--- config.mk ---
export PLATFORM = sky130hd
export DESIGN_NAME = pipe_ctrl
export DESIGN_NICKNAME = d
export VERILOG_FILES = /design/src/rtl/pipe_ctrl.sv
export SDC_FILE = /design/constraint.sdc
export NUM_CORES = 1
export LEC_CHECK = 0
export CAP_MARGIN = 20
export CORE_MARGIN = 1.5
export CORE_UTILIZATION = 28
export DETAILED_ROUTE_END_ITERATION = 8
export HOLD_SLACK_MARGIN = 0.12
export PLACE_DENSITY = 0.8
export SKIP_LAST_GASP = 1
export SYNTH_ARGS = -nofsm -noshare
export SYNTH_HDL_FRONTEND = slang
export SYNTH_SLANG_ARGS = --single-unit
--- constraint.sdc ---
create_clock -name clk -period 1.8 [get_ports clk]
set_input_delay 0.18 -clock clk [delete_from_list [all_inputs] [get_ports clk]]
set_output_delay 0.18 -clock clk [all_outputs]
set_load 0.01 [all_outputs]
--- src/rtl/pipe_ctrl.sv ---
// pipe_ctrl: central stall / flush / redirect sequencer for the 5-stage RV32I core.
// Owns the multi-cycle waits: divider, data-memory handshake and debug-halt drain.
// Optional build macro PIPE_CTRL_PERF_EN adds the stalled-cycle and flush-event
// counters. When it is undefined, both counter outputs read 0 and no counter flops exist.
module pipe_ctrl #(
    parameter int DIV_TIMEOUT  = 64,
    parameter int DRAIN_CYCLES = 3
) (
    input  logic        clk,
    input  logic        rst,
    input  logic        jump_en_i,
    input  logic [31:0] jump_addr_i,
    input  logic        load_use_i,
    input  logic        div_start_i,
    input  logic        div_done_i,
    input  logic        mem_req_i,
    input  logic        mem_ack_i,
    input  logic        halt_req_i,
    output logic        stall_pc_o,
    output logic        stall_if_id_o,
    output logic        stall_id_ex_o,
    output logic        stall_ex_mem_o,
    output logic        flush_if_id_o,
    output logic        flush_id_ex_o,
    output logic        jump_en_o,
    output logic [31:0] jump_addr_o,
    output logic        halt_ack_o,
    output logic        div_timeout_o,
    output logic [31:0] stall_cnt_o,
    output logic [31:0] flush_cnt_o
);

    localparam int MAXC  = (DIV_TIMEOUT > DRAIN_CYCLES) ? DIV_TIMEOUT : DRAIN_CYCLES;
    localparam int CNT_W = ($clog2(MAXC + 1) > 7) ? $clog2(MAXC + 1) : 7;
    localparam logic [CNT_W-1:0] DIV_LAST   = CNT_W'(DIV_TIMEOUT);
    localparam logic [CNT_W-1:0] DRAIN_LAST = CNT_W'(DRAIN_CYCLES);
    localparam logic [CNT_W-1:0] CNT_ONE    = CNT_W'(1);

    typedef enum logic [2:0] {
        RUN      = 3'd0,
        DIV_WAIT = 3'd1,
        MEM_WAIT = 3'd2,
        DRAIN    = 3'd3,
        HALTED   = 3'd4
    } state_e;

    state_e           state_q, state_d;
    logic [CNT_W-1:0] cnt_q, cnt_d;
    logic             mem_stall;

    // A memory access is outstanding this cycle and has not completed.
    assign mem_stall = mem_req_i & ~mem_ack_i;

    // State and wait counter; reset abandons any divide, access or drain in flight.
    always_ff @(posedge clk or posedge rst) begin
        if (rst) begin
            state_q <= RUN;
            cnt_q   <= '0;
        end else begin
            state_q <= state_d;
            cnt_q   <= cnt_d;
        end
    end

    // Next-state and counter selection.
    always_comb begin
        state_d = state_q;
        cnt_d   = cnt_q;
        case (state_q)
            RUN: begin
                cnt_d = '0;
                if (mem_stall) begin
                    state_d = MEM_WAIT;
                end else if (!jump_en_i) begin
                    // A taken jump masks divide launch, load-use and halt this cycle.
                    if (div_start_i) begin
                        state_d = DIV_WAIT;
                        cnt_d   = CNT_ONE;
                    end else if (!load_use_i && halt_req_i) begin
                        state_d = DRAIN;
                        cnt_d   = CNT_ONE;
                    end
                end
            end
            DIV_WAIT: begin
                // Divider completion wins over the watchdog in the same cycle.
                if (div_done_i || (cnt_q == DIV_LAST)) begin
                    state_d = RUN;
                    cnt_d   = '0;
                end else begin
                    cnt_d = cnt_q + CNT_ONE;
                end
            end
            MEM_WAIT: begin
                if (mem_ack_i) state_d = RUN;
            end
            DRAIN: begin
                // A memory wait freezes the drain; those cycles do not count.
                if (!mem_stall) begin
                    if (cnt_q == DRAIN_LAST) begin
                        state_d = HALTED;
                        cnt_d   = '0;
                    end else begin
                        cnt_d = cnt_q + CNT_ONE;
                    end
                end
            end
            HALTED: begin
                if (!halt_req_i) state_d = RUN;
            end
            default: begin
                state_d = RUN;
                cnt_d   = '0;
            end
        endcase
    end

    // Stall, flush, redirect and status outputs; all forced low while reset is held.
    always_comb begin
        stall_pc_o     = 1'b0;
        stall_if_id_o  = 1'b0;
        stall_id_ex_o  = 1'b0;
        stall_ex_mem_o = 1'b0;
        flush_if_id_o  = 1'b0;
        flush_id_ex_o  = 1'b0;
        jump_en_o      = 1'b0;
        jump_addr_o    = 32'b0;
        halt_ack_o     = 1'b0;
        div_timeout_o  = 1'b0;
        case (state_q)
            RUN: begin
                if (mem_stall) begin
                    // ex holds the jump and re-presents it once memory completes.
                    stall_pc_o     = 1'b1;
                    stall_if_id_o  = 1'b1;
                    stall_id_ex_o  = 1'b1;
                    stall_ex_mem_o = 1'b1;
                end else if (jump_en_i) begin
                    jump_en_o     = 1'b1;
                    jump_addr_o   = jump_addr_i;
                    flush_if_id_o = 1'b1;
                    flush_id_ex_o = 1'b1;
                end else if (div_start_i) begin
                    stall_pc_o    = 1'b1;
                    stall_if_id_o = 1'b1;
                    stall_id_ex_o = 1'b1;
                end else if (load_use_i) begin
                    stall_pc_o    = 1'b1;
                    stall_if_id_o = 1'b1;
                    flush_id_ex_o = 1'b1;
                end else if (halt_req_i) begin
                    stall_pc_o    = 1'b1;
                    flush_if_id_o = 1'b1;
                end
            end
            DIV_WAIT: begin
                if (!div_done_i) begin
                    if (cnt_q == DIV_LAST) begin
                        div_timeout_o = 1'b1;
                    end else begin
                        stall_pc_o    = 1'b1;
                        stall_if_id_o = 1'b1;
                        stall_id_ex_o = 1'b1;
                    end
                end
            end
            MEM_WAIT: begin
                if (!mem_ack_i) begin
                    stall_pc_o     = 1'b1;
                    stall_if_id_o  = 1'b1;
                    stall_id_ex_o  = 1'b1;
                    stall_ex_mem_o = 1'b1;
                end
            end
            DRAIN: begin
                stall_pc_o = 1'b1;
                // if_id is frozen during a memory wait, so it must not also be flushed.
                if (mem_stall) begin
                    stall_if_id_o  = 1'b1;
                    stall_id_ex_o  = 1'b1;
                    stall_ex_mem_o = 1'b1;
                end else begin
                    flush_if_id_o = 1'b1;
                end
            end
            HALTED: begin
                halt_ack_o    = 1'b1;
                stall_pc_o    = 1'b1;
                flush_if_id_o = 1'b1;
            end
            default: ;
        endcase
        if (rst) begin
            stall_pc_o     = 1'b0;
            stall_if_id_o  = 1'b0;
            stall_id_ex_o  = 1'b0;
            stall_ex_mem_o = 1'b0;
            flush_if_id_o  = 1'b0;
            flush_id_ex_o  = 1'b0;
            jump_en_o      = 1'b0;
            jump_addr_o    = 32'b0;
            halt_ack_o     = 1'b0;
            div_timeout_o  = 1'b0;
        end
    end

`ifdef PIPE_CTRL_PERF_EN
    logic [31:0] stall_cnt_q, stall_cnt_d;
    logic [31:0] flush_cnt_q, flush_cnt_d;
    logic        any_stall, any_flush;

    assign any_stall   = stall_pc_o | stall_if_id_o | stall_id_ex_o | stall_ex_mem_o;
    assign any_flush   = flush_if_id_o | flush_id_ex_o;
    assign stall_cnt_d = stall_cnt_q + {31'b0, any_stall};
    assign flush_cnt_d = flush_cnt_q + {31'b0, any_flush};

    // Free-running performance counters; they wrap naturally at 2^32.
    always_ff @(posedge clk or posedge rst) begin
        if (rst) begin
            stall_cnt_q <= 32'b0;
            flush_cnt_q <= 32'b0;
        end else begin
            stall_cnt_q <= stall_cnt_d;
            flush_cnt_q <= flush_cnt_d;
        end
    end

    assign stall_cnt_o = stall_cnt_q;
    assign flush_cnt_o = flush_cnt_q;
`else
    assign stall_cnt_o = 32'b0;
    assign flush_cnt_o = 32'b0;
`endif

endmodule

==> qor.txt <==
master of the slowest instance on the critical path - or3_1
setup TNS - -7.118 ns
Yosys reg bits - 10
remaining antenna violation count - 0
data arrival time of the worst path - 1.90 ns
Mean Syn Cell Area - 7.446 um^2
reg2reg start - cnt_q[5]
Vias/cell - 4.160
Post-Syn Instances - 205
clock slew at reported path FFs - 0.05 ns
Num CTS Buffers - 3
Clk Latency, worst-skew pair - 0.23 ns
crit path cell chain - or3_1 > or3_4 > nand2b_4 > a2111oi_2 > o31a_1 > buf_2
violated checks - setup timing
Post-Layout Cell Count - 400
post-synth top area cell - buf_4
first-pass GRT wire length - 7251 um
Max FO, Critical Path - 2
DR pass1 iterations - 4
share of the synthesized area in the top cell type - 0.3148
R2R setup slack - -0.18 ns
final-report hold violation count - 0
minimum clock period - 2.079 ns
DR iter-0 viols - 68
Static Leakage - 1.413 nW
Place WS - -0.5863 ns
number of diodes - 0
Design Power - 2.047 mW
Clock Skews - 0.005649 ns
total power per unit cell area - 765.8 nW/um^2
most frequent cells in the layout - conb_1 (64), buf_4 (41), clkdlybuf4s50_1 (40)
htree depth - 1
R2R depth - 7
WP buf/inv - 1
Worst Path Required - 1.62 ns
worst setup path class - register to output port
commonest non-fill, non-tap cell in the layout - conb_1
max-slew violation count - 0
Die ar. - 5904 um^2
CTS Sinks - 10
final worst slack - -0.2793 ns
cts hold-fix bufs - 0
initial antenna violation count - 0
port buffer count - 81
row count - 26
Yosys Warn Count - 0
max frequency - 480.9 MHz
Initial Util - 0.2951
worst r2r dst - cnt_q[6]
die height - 76.84 um
Core ar. - 5172 um^2
# nets final - 374
post-synthesis sequential area ratio - 0.1639
Routed WL per cell - 11.78 um
number of library cell types mapped by synthesis - 34
die width - 76.84 um
Detailed Place HPWL - 3547 um
Root Buffer - clkbuf_8
Synth area leaders - buf_4 (31%), dfrtp_1 (16%), and2_1 (13%), o21ai_0 (3.6%), a22o_1 (2.9%)
GRT Residual Overflow - 0
startpoint types - register
via count - 1,664
status - finished with violations
All-Layer GR Usage - 0.1513
Placer Congestion - 0.8915
Routed WL - 4712 um
Hold Crit Class - primary input to asynchronous set/reset pin
final period utilization - 1.155
unrepaired setup endpoints after global routing - yes
CTS Buffer Depth - 2
Synth Cell Area - 1526 um^2
io pins - 146
Worst setup startpoint - cnt_q[5]
CP delay by family, top - simple AND/OR/NAND/NOR gates
MaxCap Viol Count - 0
share of cells above drive strength 1 - 0.3939
Area Overhead vs Synth - 75.08%
Peak VDD IR - 0.3853 mV
post-route DRC violation count - 0
utilization after layout - 0.5167
CP Capture Type - output port
slowest stage delay, CP - 0.39 ns
vias in the first global route - 1,516
Setup Viol. Count Final - 45
maximum number of pins on one net before global-route repair - 18
CTS tree - yes
Inst Count DP - 387
==> worst min-delay path, stage by stage <==
cell and delay [ns]:
clkdlybuf4s50_1 0.45, buf_4 0.19, inv_1 0.07, buf_4 0.18
==> synth_stat cells (all sizes together) <==
| cell | instances |
|---|---|
| nor3 | 8 |
| and2 | 32 |
| a21boi | 1 |
| nand2b | 4 |
| clkbuf | 5 |
| conb | 1 |
| o31a | 1 |
| a22o | 5 |
| inv | 8 |
| ha | 2 |
| o21ai | 13 |
| a21oi | 5 |
| nor2 | 10 |
| mux2i | 2 |
| a2111oi | 2 |
| o221ai | 1 |
| a21o | 1 |
| a22oi | 1 |
| o21a | 2 |
| dfrtp | 10 |
| nor4 | 1 |
| nand2 | 5 |
| buf | 64 |
| o32a | 1 |
| or3 | 4 |
| a31o | 1 |
| and3 | 6 |
| a211oi | 2 |
| or2 | 1 |
| nor2b | 6 |
==> metal layers <==
metal	vias to the layer above	global-route usage	part of all wire
li1	813	-	-
met1	767	0.1801	0.38
met2	82	0.2796	0.56
met3	2	0.02024	0.056
met4	0	0.04259	0.0068
met5	-	0	0
==> cell families (layout without fill, tap and decap cells) <==
family	count (synthesis)	in the layout	synth area share
adders and majority gates	2	2	0.01639
muxes	2	2	0.01312
other	1	64	0.002457
and+or+nand+nor	77	77	0.2910
AOI/OAI and AO/OA	36	36	0.1664
buffers and inverters	77	139	0.3467
DFF	10	10	0.1639
==> worst max path at each step <==
stage,to,depth (start not counted)
after detailed placement,stall_pc_o,7
after floorplan,cnt_q[5],5
after global placement,stall_pc_o,7
after CTS,stall_pc_o,6
after global routing,jump_addr_o[7],9
final,stall_pc_o,6
==> final cells by class <==
cell class / instances / area, um^2
repair buffers: 127 / 1146
flip-flops and latches: 10 / 251.5
well taps: 70 / 87.58
multi-input cells: 181 / 1102
inverters: 8 / 30.03
fillers: 492 / 2500
clock buffers: 4 / 55.05
==> through the flow <==
stage / instance area [um^2] / hold WS, ns
floorplan: 1774 / 0.02541
global placement: 2462 / 0.5789
detailed placement: 2462 / 0.5950
CTS: 2556 / 0.4669
global route: 2673 / 0.5245
finish: 2673 / 0.5021
==> power by group <==
| part | switching [mW] | internal (mW) | leakage, nW |
|---|---|---|---|
| clock | 0.0847 | 0.192 | 0.0288 |
| combinational | 0.720 | 0.758 | 1.25 |
| sequential | 0.0225 | 0.269 | 0.134 |
| total | 0.827 | 1.22 | 1.41 |
==> what timing repair did <==
item	CTS	global route
hold endpoints to repair	0	0
cloned	2	1
resized for setup	188	34
pin swaps	24	13
setup buffers	9	3
setup endpoints to repair	50	49
==> registers in the layout, summed over array words and instances (netlist names) <==
name and cells:
cnt_q 7, state_q 3
Power figures use the tool's default switching activity.
